<file path="config.mk">
export PLATFORM = sky130hd
export DESIGN_NAME = pipe_front_ctrl
export DESIGN_NICKNAME = d
export VERILOG_FILES = /design/src/rtl/pipe_front_ctrl.sv
export SDC_FILE = /design/constraint.sdc
export NUM_CORES = 1
export LEC_CHECK = 0
export CORE_ASPECT_RATIO = 0.75
export CORE_MARGIN = 3
export CORE_UTILIZATION = 44
export DETAILED_ROUTE_END_ITERATION = 6
export GPL_ROUTABILITY_DRIVEN = 0
export PLACE_DENSITY = 0.84
export SLEW_MARGIN = 20
export SYNTH_ARGS = -nofsm -noshare
export SYNTH_HDL_FRONTEND = slang
export SYNTH_SLANG_ARGS = --single-unit
</file>
<file path="constraint.sdc">
create_clock -name clk -period 8.6 [get_ports clk]
set_clock_uncertainty 0.1 [all_clocks]
set_input_delay 1.72 -clock clk [delete_from_list [all_inputs] [get_ports clk]]
set_output_delay 1.72 -clock clk [all_outputs]
set_load 0.02 [all_outputs]
</file>
<file path="src/rtl/pipe_front_ctrl.sv">
// Front half of the 5-stage MIPS pipeline: PC, IF/ID and ID/EX registers,
// D-stage operand forwarding and next-PC resolution with one delay slot.
module pipe_front_ctrl #(
  parameter logic [31:0] RESET_PC = 32'h0000_3000,
  parameter int unsigned CNT_W    = 16
) (
  input  logic             clk,
  input  logic             reset,
  input  logic             stall,
  input  logic [1:0]       ForwardrsD,
  input  logic [1:0]       ForwardrtD,
  input  logic [31:0]      ALUOutM,
  input  logic [31:0]      PC8M,
  input  logic [31:0]      InsF,
  input  logic [31:0]      rd1,
  input  logic [31:0]      rd2,
  output logic [31:0]      PCF,
  output logic [31:0]      InsD,
  output logic [31:0]      PC8D,
  output logic [31:0]      InsE,
  output logic [31:0]      RD1E,
  output logic [31:0]      RD2E,
  output logic [31:0]      PC8E,
  output logic [CNT_W-1:0] stall_cnt
);

  localparam logic [5:0] OP_RTYPE = 6'b000000;
  localparam logic [5:0] OP_J     = 6'b000010;
  localparam logic [5:0] OP_JAL   = 6'b000011;
  localparam logic [5:0] OP_BEQ   = 6'b000100;
  localparam logic [5:0] FN_JR    = 6'b001000;

  logic [31:0] fsrs;
  logic [31:0] fsrt;
  logic [31:0] pcD;
  logic [31:0] brOffset;
  logic [31:0] npc;
  logic [5:0]  opD;
  logic [5:0]  fnD;

  assign opD = InsD[31:26];
  assign fnD = InsD[5:0];

  // D-stage operand forwarding; select value 3 falls back to the GRF read
  always_comb begin
    fsrs = rd1;
    fsrt = rd2;
    case (ForwardrsD)
      2'd1:    fsrs = ALUOutM;
      2'd2:    fsrs = PC8M;
      default: fsrs = rd1;
    endcase
    case (ForwardrtD)
      2'd1:    fsrt = ALUOutM;
      2'd2:    fsrt = PC8M;
      default: fsrt = rd2;
    endcase
  end

  assign pcD      = PC8D - 32'd8;
  assign brOffset = {{14{InsD[15]}}, InsD[15:0], 2'b00};

  // Next-PC: branch/jump resolved in D, sequential fetch otherwise
  always_comb begin
    npc = PCF + 32'd4;
    if (opD == OP_BEQ) begin
      if (fsrs == fsrt) npc = pcD + 32'd4 + brOffset;
    end else if (opD == OP_J || opD == OP_JAL) begin
      npc = {pcD[31:28], InsD[25:0], 2'b00};
    end else if (opD == OP_RTYPE && fnD == FN_JR) begin
      npc = fsrs;
    end
  end

  // Stall holds F/D and feeds a bubble to E; the delay slot is never squashed
  always_ff @(posedge clk or posedge reset) begin
    if (reset) begin
      PCF       <= RESET_PC;
      InsD      <= '0;
      PC8D      <= RESET_PC + 32'd8;
      InsE      <= '0;
      RD1E      <= '0;
      RD2E      <= '0;
      PC8E      <= RESET_PC + 32'd8;
      stall_cnt <= '0;
    end else if (stall) begin
      InsE <= '0;
      RD1E <= '0;
      RD2E <= '0;
      PC8E <= PC8D;
      if (stall_cnt != '1) stall_cnt <= stall_cnt + CNT_W'(1);
    end else begin
      PCF  <= npc;
      InsD <= InsF;
      PC8D <= PCF + 32'd8;
      InsE <= InsD;
      RD1E <= fsrs;
      RD2E <= fsrt;
      PC8E <= PC8D;
    end
  end

endmodule
</file>
==> flow_metrics.tcl <==
set metrics [dict create \
    status "complete, no violations" \
    drc_errors 0 \
    first_pass_iters 5 \
    clk_pin_slew_ns 0.06 \
    insertion_delay_ns 0.56 \
    netlist_area_um2 14300 \
    die_height_um 162 \
    r2r_start "PC8D[10]" \
    synth.distinct_cells 74 \
    htree_levels 1 \
    drive_above_1_share_pct 8.42 \
    cts-root-buf "clkbuf_16" \
    p_sw_share_pct 40.3 \
    ir_drop_mv 0.207 \
    critPathLaunch "ForwardrsD[0]" \
    synth_cells 1494 \
    crit_fanout 33 \
    power_leakage_nw 8.16 \
    syn_to_final_growth_pct 37.2 \
    ys_seq_elements 240 \
    hold_start "PC8D[3]" \
    grt_util_all_layers_pct 29.0 \
    postCtsResizedCells 0 \
    crit_type "in -> reg" \
    wirelength_mm 52.2 \
    hold_end "PC8E[3]" \
    hold_viol_final 0 \
    net-switching-power_mw 2.16 \
    numPortBuffers 406 \
    maxClockFrequency_ghz 0.161 \
    antenna_found_initial 0 \
    clockPowerShare_pct 23.7 \
    tightest_slew_ns 1.07 \
    max_slew_margin_pct 28.7 \
    coreArea_um2 31700 \
    postRouteAntennaNets 0 \
    setup_viol 0 \
    p_int_mw 3.20 \
    seq_power_share_pct 30.5 \
    worstPathArrival_ns 6.53 \
    synthArstFlopShare_pct 100 \
    worstHoldPathCells 0 \
    io_pins 407 \
    cts_buffer_depth 3 \
    diodes 0 \
    p_per_area_nw_per_um2 273 \
    rrSetupSlack_ns 3.37 \
    die_w_um 214 \
    setup_tns_ns 0 \
    cp-start-kind "input port" \
    layout.nets 2090 \
    place_area_um2 18600 \
    grt_pass1_wl_mm 80.0 \
    wl_per_cell_um 22.6 \
    reg2reg_depth 16 \
    rsz0062_at_grt "no" \
    start_util_pct 45.1 \
    grt_max_degree 139 \
    synth_edf_count 0 \
    place_hpwl_mm 38.8 \
    rows 56 \
    grt_pass1_vias 13700 \
    required_ns 8.93 \
    synthesis.nets 1727 \
    hp-class "reg -> reg" \
    vias_per_cell 6.00 \
    dieArea_um2 34700 \
    synth-main-ff-cell "dfrtp_1" \
    drtIter0Drc 1651 \
    finalPower_mw 5.36 \
    layout_min_cycle_time_ns 6.20 \
    comb_power_share_pct 45.9 \
    rr_endpoint "PCF[30]" \
    syn_avg_cell_area_um2 9.57 \
    vias 13900 \
    ys_seq_area_share_pct 42.1 \
    drv_slew 0 \
    fin_crit_sh_pct 72.1 \
    cts_made_buffers 27 \
    cts_sinks 240 \
    post-route-util_pct 62.0 \
    grt_overflow_total 0 \
    synth_warnings 0 \
    cp-end-kind "flip-flop" \
    final_cell_area_um2 19600 \
    cts_setup_buffers 0 \
    cap_viol_max_count 0 \
    cts_tree "built" \
    hold_buffers 0 \
]
## cells in the final DEF (no fill, tap or decap), types with 20 or more instances in the layout
| cell | instances |
|---|---|
| dfrtp_1 | 232 |
| clkdlybuf4s50_1 | 405 |
| inv_1 | 45 |
| nand2_1 | 109 |
| nor3_1 | 62 |
| clkbuf_16 | 27 |
| a211oi_1 | 20 |
| or2_2 | 29 |
| xor2_1 | 34 |
| a221oi_1 | 52 |
| nor4_1 | 30 |
| nor2b_1 | 89 |
| o21ai_0 | 72 |
| ha_1 | 65 |
| xnor2_1 | 72 |
| a21oi_1 | 68 |
| nand3_1 | 34 |
| o211ai_1 | 22 |
| mux2_2 | 40 |
| o22a_1 | 22 |
| nor2_1 | 100 |
## Yosys cell counts, types with 24 or more instances
master	number	area share, %
xnor2_1	72	4.4
nor3_1	62	2.2
nor2_1	100	2.6
or2_2	29	1.3
dfrtp_1	232	41
a221oi_1	52	3.2
nor2b_1	89	3.9
clkbuf_1	47	1.2
nand3_1	34	1.2
nand2_1	109	2.9
ha_1	65	5.7
mux2_2	40	3.2
a21oi_1	68	2.4
o21ai_0	72	2.5
buf_2	24	0.84
xor2_1	34	2.1
nor4_1	30	1.3
inv_1	46	1.2
## cells by family (layout without fill, tap and decap cells)
family                   after synthesis  in the layout  synth area share, %
AND/OR/NAND/NOR                      541            541                 19.8
AO/OA/AOI/OAI                        364            364                 18.3
flip-flops                           240            240                 42.1
buffers and inverters                130            513                 3.78
XOR/XNOR                             106            106                 6.49
adder cells (fa/ha/maj)               66             66                 5.83
multiplexers                          47             47                 3.66
## metal layers
layer	up-vias	share of wire, %	GRT usage, %
met3	153	9.8	7.39
met4	0	4.5	10.9
met5	-	0	0
li1	6190	-	-
met1	6661	41	38.8
met2	865	44	45.9
## metrics by stage
stage	instances	hold WS (ns)	setup slack, ns
2_1_floorplan	1494	0.317	0.205
3_3_place_gp	2263	0.289	2.20
3_5_place_dp	2263	0.292	2.01
4_1_cts	2312	0.308	2.58
5_1_grt	2312	0.322	2.14
6_report	2312	0.310	2.40
## worst max path at each step
stage	endpoint
CTS	PCF[0]
floorplan	InsD[0]
detailed placement	PCF[1]
global placement	PCF[0]
finish	PCF[0]
global route	PCF[1]
## worst max-delay path, cell delays in order
cell	delay (ns)
clkdlybuf4s50_1	0.48
inv_1	0.06
ha_1	0.99
buf_4	0.46
a221oi_1	0.13
nor4_1	0.35
o22ai_1	0.21
nor4_2	0.27
nand4_4	0.57
nand2_1	0.29
nand2_1	0.31
nor2_1	0.27
mux2_2	0.36
## flip-flops by register name (all words and copies together) (netlist names)
signal	count
PC8D	32
RD2E	32
InsD	32
RD1E	32
PC8E	32
PCF	32
InsE	32
stall_cnt	16
## cell type report
class	count	area (um2)
inverters	46	180
well taps	435	544
clock inverters	15	221
clock buffers	34	752
fillers	2590	12000
repair buffers	418	4170
multi-input cells	1124	7740
flip-flops and latches	240	6020
## power groups by stage
stage | combinational (mW) | clock [mW] | sequential, mW
finish | 2.46 | 1.27 | 1.63
detailed placement | 2.40 | 0 | 1.64
global route | 2.65 | 1.33 | 1.66
CTS | 2.42 | 1.29 | 1.63
floorplan | 1.32 | 0 | 1.79
global placement | 2.35 | 0 | 1.63
No activity file was read; power rests on OpenSTA's default activity.
